File: src/rtl/switch_debounce_toggle.sv
// switch_debounce_toggle: two-flop synchroniser, counter-based debouncer, press/release
// pulses, toggling LED and modulo press counter for a raw mechanical switch.
`default_nettype none

module switch_debounce_toggle #(
  parameter int DEBOUNCE_CYCLES = 500000,
  parameter int CNT_W           = 8
) (
  input  logic             clk,
  input  logic             rst,
  input  logic             switch,
  output logic             led,
  output logic             stable,
  output logic             pressed,
  output logic             released,
  output logic [CNT_W-1:0] press_count
);

  localparam int               DB_W      = $clog2(DEBOUNCE_CYCLES + 1);
  localparam logic [DB_W-1:0]  ACCEPT_AT = DB_W'(DEBOUNCE_CYCLES - 1);
  localparam logic [DB_W-1:0]  DB_ONE    = DB_W'(1);

  typedef enum logic [1:0] {
    IDLE_LOW  = 2'd0,
    WAIT_HIGH = 2'd1,
    IDLE_HIGH = 2'd2,
    WAIT_LOW  = 2'd3
  } state_t;

  state_t          state, state_n;
  logic [DB_W-1:0] db_cnt, db_cnt_n;
  logic            s1, s2;
  logic            rise, fall;

  // s1 is the only flop that sees the raw, possibly metastable switch level.
  always_ff @(posedge clk) begin
    if (rst) begin
      s1 <= 1'b0;
      s2 <= 1'b0;
    end else begin
      s1 <= switch;
      s2 <= s1;
    end
  end

  always_ff @(posedge clk) begin
    if (rst) begin
      state  <= IDLE_LOW;
      db_cnt <= '0;
    end else begin
      state  <= state_n;
      db_cnt <= db_cnt_n;
    end
  end

  always_comb begin
    state_n  = state;
    db_cnt_n = db_cnt;
    rise     = 1'b0;
    fall     = 1'b0;
    case (state)
      IDLE_LOW: begin
        db_cnt_n = '0;
        if (s2) begin
          if (DEBOUNCE_CYCLES == 1) begin
            rise    = 1'b1;
            state_n = IDLE_HIGH;
          end else begin
            state_n  = WAIT_HIGH;
            db_cnt_n = DB_ONE;
          end
        end
      end
      WAIT_HIGH: begin
        if (!s2) begin
          state_n  = IDLE_LOW;
          db_cnt_n = '0;
        end else if (db_cnt == ACCEPT_AT) begin
          rise     = 1'b1;
          state_n  = IDLE_HIGH;
          db_cnt_n = '0;
        end else begin
          db_cnt_n = db_cnt + DB_ONE;
        end
      end
      IDLE_HIGH: begin
        db_cnt_n = '0;
        if (!s2) begin
          if (DEBOUNCE_CYCLES == 1) begin
            fall    = 1'b1;
            state_n = IDLE_LOW;
          end else begin
            state_n  = WAIT_LOW;
            db_cnt_n = DB_ONE;
          end
        end
      end
      WAIT_LOW: begin
        if (s2) begin
          state_n  = IDLE_HIGH;
          db_cnt_n = '0;
        end else if (db_cnt == ACCEPT_AT) begin
          fall     = 1'b1;
          state_n  = IDLE_LOW;
          db_cnt_n = '0;
        end else begin
          db_cnt_n = db_cnt + DB_ONE;
        end
      end
      default: begin
        state_n  = IDLE_LOW;
        db_cnt_n = '0;
      end
    endcase
  end

  // All accept-side outputs update on the same edge.
  always_ff @(posedge clk) begin
    if (rst) begin
      stable      <= 1'b0;
      pressed     <= 1'b0;
      released    <= 1'b0;
      led         <= 1'b0;
      press_count <= '0;
    end else begin
      pressed  <= rise;
      released <= fall;
      if (rise) begin
        stable      <= 1'b1;
        led         <= ~led;
        press_count <= press_count + CNT_W'(1);
      end else if (fall) begin
        stable <= 1'b0;
      end
    end
  end

endmodule

`default_nettype wire

File: config.mk
export PLATFORM = sky130hd
export DESIGN_NAME = switch_debounce_toggle
export DESIGN_NICKNAME = d
export VERILOG_FILES = /design/src/rtl/switch_debounce_toggle.sv
export SDC_FILE = /design/constraint.sdc
export NUM_CORES = 1
export LEC_CHECK = 0
export CORE_MARGIN = 2
export CORE_UTILIZATION = 55
export CTS_CLUSTER_DIAMETER = 30
export CTS_CLUSTER_SIZE = 14
export DETAILED_ROUTE_END_ITERATION = 8
export GPL_TIMING_DRIVEN = 1
export PLACE_DENSITY = 0.78
export SETUP_SLACK_MARGIN = 0.05
export SLEW_MARGIN = 30
export SYNTH_ARGS = -nofsm -noshare
export SYNTH_HDL_FRONTEND = slang
export SYNTH_SLANG_ARGS = --single-unit
File: constraint.sdc
create_clock -name clk -period 6.8 [get_ports clk]
set_clock_uncertainty 0.2 [all_clocks]
set_input_delay 0.68 -clock clk [delete_from_list [all_inputs] [get_ports clk]]
set_output_delay 0.68 -clock clk [all_outputs]
set_load 0.02 [all_outputs]
## Word level (Yosys, flattened, before mapping)

Cells that the tools add are included.

- Add/subtract/negate cells: 2
- Multiply operators: 0
- Divide/modulo/power cells: 0
- $lt $le $gt $ge: 0
- Equal/unequal tests: 8
- Shift operators: 0
- Mux-type cells: 20
- Bitwise operators: 1
- Reductions and logical operators: 3

Operators with widths:

| operator | number |
|---|---|
| 19-bit one-hot mux with 4 select lines | 1 |
| 19-bit 2-to-1 mux | 3 |
| 19-bit by 1-bit adder with 19-bit output, second input constant | 1 |
| 19-bit == test, second input constant | 1 |
| 2-bit 2-to-1 mux | 6 |
| 1-bit 2-to-1 mux | 9 |
| 8-bit by 1-bit adder with 8-bit output, second input constant | 1 |
| 2-bit one-hot mux with 4 select lines | 1 |
| 3-bit != test, second input constant | 2 |
| 2-bit == test, second input constant | 2 |
| 2-bit != test, second input constant | 2 |
| 4-bit AND reduction | 1 |
| 2-bit by 1-bit == test with 1-bit output, second input constant | 1 |
| 2-bit logical NOT | 1 |
| 2-bit nonzero test | 1 |
| 1-bit inverter | 1 |

- Flip-flop bits (word level): 35
- Latch bits: 0
- Memory bits (writable): 0
- Memory bits (read-only): 0
- Output and inout bits: 12
- Word-level logic and storage cells: 43
- Memories: 0

## Longest topological paths before layout

- Depth after elaboration: 6
- Gate-level depth with buffers: 7

## Worst setup path after synthesis

Ideal clock, no wire load.

- Path kind: register -> register
- Start: register db_cnt[5]
- End: register press_count[5]
- Library setup time: 0.121 ns
- Data arrival time: 2.121 ns
- Data required time: 6.479 ns
- Path slack: 4.358 ns
- Stages on the path, launching flop included: 7
- Clock period less this slack: 2.442 ns
- Cells stage by stage: dfxtp_1 > or4b_1 > or4_1 > buf_2 > buf_6 > nor3_1 > mux2_2

- Word-level cells in the longest chain between the ends: 4

RTL lines:

| item | RTL line | text |
|---|---|---|
| start: declaration | 31 | `logic [DB_W-1:0] db_cnt, db_cnt_n;` |
| start signal: assignment | 52 | `db_cnt <= db_cnt_n;` |
| 19-bit == test | 78 | `end else if (db_cnt == ACCEPT_AT) begin` |
| 1-bit 2-to-1 mux | 78 |  |
| 1-bit 2-to-1 mux | 75 | `if (!s2) begin` |
| 1-bit 2-to-1 mux | 61 | `case (state)` |
| end signal: assignment | 131 | `press_count <= press_count + CNT_W'(1);` |
| end: declaration | 16 | `output logic [CNT_W-1:0] press_count` |

Every way passes these cells.
A chain may end at the register's enable or synchronous reset.

## Final worst setup path

- Start: register db_cnt[5]
- End: register db_cnt[2]

- Word-level cells in the longest chain between the ends: 4
- Elaborated cells between the ends (all ways): 5
- Classes of those cells: 1 x eq/ne; 4 x mux

RTL lines:

| item | RTL line |
|---|---|
| 19-bit == test (*) | 78, 102 |
| 19-bit 2-to-1 mux (*) | 78, 102 |
| 19-bit 2-to-1 mux, on equally long branches | 99, 75 |
| 19-bit one-hot mux with 4 select lines (*) | 61 |

Every way passes the cells marked *; elsewhere a longest branch is shown, timed or not.

==> results.rst <==
.. list-table::
   :header-rows: 1

   * - Metric
     - Value
   * - Outcome
     - complete, no violations
   * - Hold violation total from the final report
     - 0
   * - Synth cell types
     - 35
   * - Worst-case setup slack after placement
     - 4.05 ns
   * - Seq/Total Area, Yosys
     - 0.432
   * - Leakage
     - 0.558 nW
   * - Clock buffer depth
     - 2
   * - Worst min-delay path startpoint
     - s1
   * - Clock buffer count from CTS
     - 5
   * - Area overhead of the layout relative to synthesis
     - 10.9%
   * - Core utilization of the finished layout
     - 0.647
   * - Final net count
     - 204
   * - Netlist area before placement
     - 1620 sq um
   * - Routability-driven placement congestion ratio
     - 0.843
   * - Horizontal die dimension
     - 58.3 um
   * - Number of placed I/O pins
     - 15
   * - Setup repair after global routing missed its margin
     - no
   * - Hold worst-path end
     - s2
   * - DRC
     - 0
   * - Slew HR
     - 0.498
   * - Worst reg2reg path endpoint
     - db_cnt[2]
   * - Setup slack of the most critical reg-to-reg path
     - 4.01 ns
   * - Final Hold Slack
     - 0.260 ns
   * - Post-cts gate resize count
     - 0
   * - Crit end category
     - register
   * - Share of post-route cells with drive strength above 1
     - 0.0859
   * - Fmax
     - 359 MHz
   * - Synthesized netlist cell count
     - 186
   * - Register-to-Register Path Depth
     - 4
   * - GRT Overall Usage
     - 0.227
   * - Number of global-route vias before repair
     - 1304
   * - Synth Warn #
     - 0
   * - Flip-flop and latch count after synthesis
     - 35
   * - Type of the worst setup path
     - register to register
   * - DIE HEIGHT
     - 58.3 um
   * - Crit path launch type
     - register
   * - Setup TNS
     - 0 ns
   * - First-pass GRT wire length
     - 5.87 mm
   * - Clk pin slew, worst setup/hold paths
     - 0.09 ns
   * - Effective utilization at floorplan
     - 0.583
   * - Source-to-sink clock delay at the later pin of the worst-skew pair
     - 0.35 ns
   * - Ant. Diodes
     - 0
   * - Global-route congestion overflow total
     - 0
   * - H-Tree Depth
     - 2
   * - Reg2reg start
     - db_cnt[5]
   * - Initial antenna violation count
     - 0
   * - Port Buf Inserts
     - 14
   * - Cts-stage hold buffer count
     - 0
   * - Aggregate routed wire length
     - 3.14 mm
   * - Leading cell type in the layout, fill and taps excluded
     - sky130_fd_sc_hd__dfxtp_1
   * - Core Region
     - 2780 sq um
   * - Setup-violating endpoint count in the final report
     - 0
   * - Detailed-route via count
     - 1322
   * - Number of buffers added for setup after CTS
     - 0
   * - Maximum fanout along the worst path
     - 18
   * - Hold Path Cell Cnt
     - 1
   * - Mean instance size in the synthesized netlist
     - 8.72 sq um
   * - Number of max-capacitance violations reported
     - 0
   * - HPWL after DPL
     - 2.16 mm
   * - Maximum VDD drop
     - 0.137 mV
   * - Classification of the worst-slack hold path
     - register to register
   * - Post-synthesis async set-or-reset flop share
     - 0
   * - Standard-cell rows
     - 19
   * - Critical path required time
     - 6.81 ns
   * - Power density normalized to cell area
     - 176 nW/um^2
   * - Worst EP arrival
     - 2.80 ns
   * - Per-cell via count in the routed design
     - 5.77
   * - Total Die Area
     - 3400 sq um
   * - Root cell of the clock tree
     - sky130_fd_sc_hd__clkbuf_4
   * - Period Utilization, post-route
     - 0.410
   * - Post-Syn Nets
     - 191
   * - Min cycle time layout
     - 2.79 ns
   * - Final count of pins violating max slew
     - 0
   * - Routed WL per cell
     - 13.7 um
   * - Post-detailed-route count of antenna-violating nets
     - 0
   * - Final WS setup
     - 4.01 ns
   * - Number of flops mapped to enable cells by yosys
     - 0
   * - Most instantiated flip-flop cell in the synthesis netlist
     - sky130_fd_sc_hd__dfxtp_1
   * - Number of iterations in the first detailed-routing pass
     - 4
   * - Number of sinks handled by clock tree synthesis
     - 35
   * - Highest-count cells in the layout ignoring fill and taps
     - sky130_fd_sc_hd__dfxtp_1 (35), sky130_fd_sc_hd__nor2_1 (23), sky130_fd_sc_hd__clkdlybuf4s50_1 (14)
   * - Clock tree from TritonCTS
     - done
   * - Worst-Margin Slew
     - 0.750 ns
   * - 1st-iter DRT viols
     - 54
   * - Maximum number of pins on one net before global-route repair
     - 24
-- through the flow --
stage / cell area, sq um / cells / power [mW]
detailed placement: 1760 / 223 / 0.221
floorplan: 1620 / 186 / 0.217
CTS: 1800 / 229 / 0.320
finish: 1800 / 229 / 0.317
global placement: 1760 / 223 / 0.220
global route: 1800 / 229 / 0.328
-- power by group --
part           switching [mW]  internal [mW]
registers             0.00133          0.206
logic                 0.00442        0.00401
clock network          0.0641         0.0367
total                  0.0699          0.247
-- routing by layer --
metal  vias up  part of all wire  wire, um  GRT usage
met4         0             0.026        80      0.146
met2        22              0.46      1450      0.332
met5         -                 0         0          0
met1       610              0.48      1500      0.297
met3         8             0.033       104     0.0593
li1        682                 -         -          -
-- flip-flops by register name, summed over array words and instances, names as in the netlist, named ones only --
signal / flops
s2: 1
pressed: 1
state: 1
released: 1
press_count: 8
s1: 1
led: 1
stable: 1
db_cnt: 19
-- synth_stat cells, types with 2 or more instances --
cell type | number | area share
sky130_fd_sc_hd__dfxtp_1 | 35 | 0.43
sky130_fd_sc_hd__nor2_1 | 23 | 0.053
sky130_fd_sc_hd__nand3_1 | 13 | 0.040
sky130_fd_sc_hd__nand4_1 | 11 | 0.042
sky130_fd_sc_hd__a21oi_1 | 10 | 0.031
sky130_fd_sc_hd__nor2b_1 | 9 | 0.035
sky130_fd_sc_hd__nor3_1 | 9 | 0.028
sky130_fd_sc_hd__xnor2_1 | 7 | 0.038
sky130_fd_sc_hd__inv_1 | 6 | 0.014
sky130_fd_sc_hd__mux2_2 | 6 | 0.042
sky130_fd_sc_hd__nand2_1 | 6 | 0.014
sky130_fd_sc_hd__o21ai_0 | 6 | 0.019
sky130_fd_sc_hd__xor2_1 | 6 | 0.032
sky130_fd_sc_hd__clkbuf_1 | 5 | 0.012
sky130_fd_sc_hd__or3_1 | 4 | 0.015
sky130_fd_sc_hd__a31o_2 | 3 | 0.016
sky130_fd_sc_hd__nand2b_1 | 3 | 0.012
sky130_fd_sc_hd__a31oi_1 | 2 | 0.0077
sky130_fd_sc_hd__and3_1 | 2 | 0.0077
sky130_fd_sc_hd__ha_1 | 2 | 0.015
sky130_fd_sc_hd__nor4_1 | 2 | 0.0077
sky130_fd_sc_hd__nor4b_1 | 2 | 0.011
sky130_fd_sc_hd__or4_1 | 2 | 0.0092
-- cells by family after synthesis --
group	count (synthesis)	synth area share
fa+ha+maj	2	0.0154
simple gates	92	0.311
buf+inv	14	0.0401
mux	6	0.0416
compound gates	24	0.0902
flops	35	0.432
xor+xnor	13	0.0702
-- area by class of cell --
| type | count | area [sq um] |
|---|---|---|
| clock buffer | 6 | 41.3 |
| fill | 219 | 981 |
| inverter | 6 | 22.5 |
| multi-input combinational | 137 | 857 |
| sequential | 35 | 701 |
| tap | 31 | 38.8 |
| timing repair buffer | 14 | 140 |
-- how the worst max path moves through the flow --
stage,start,end,slack [ns],depth (start not counted)
after floorplan,db_cnt[5],press_count[5],4.36,6
after global placement,db_cnt[5],db_cnt[12],4.12,4
after detailed placement,db_cnt[5],db_cnt[2],4.05,4
after CTS,db_cnt[5],db_cnt[2],4.02,4
after global routing,db_cnt[5],db_cnt[3],3.84,4
final,db_cnt[5],db_cnt[2],4.01,4
-- critical path, stage by stage (launching register included) --
cell and delay, ns:
sky130_fd_sc_hd__dfxtp_1 0.38, sky130_fd_sc_hd__or4b_1 0.57, sky130_fd_sc_hd__or4_1 0.70, sky130_fd_sc_hd__o211ai_2 0.69, sky130_fd_sc_hd__nor2_1 0.12
Note: power is estimated with default switching activity, not from simulation.
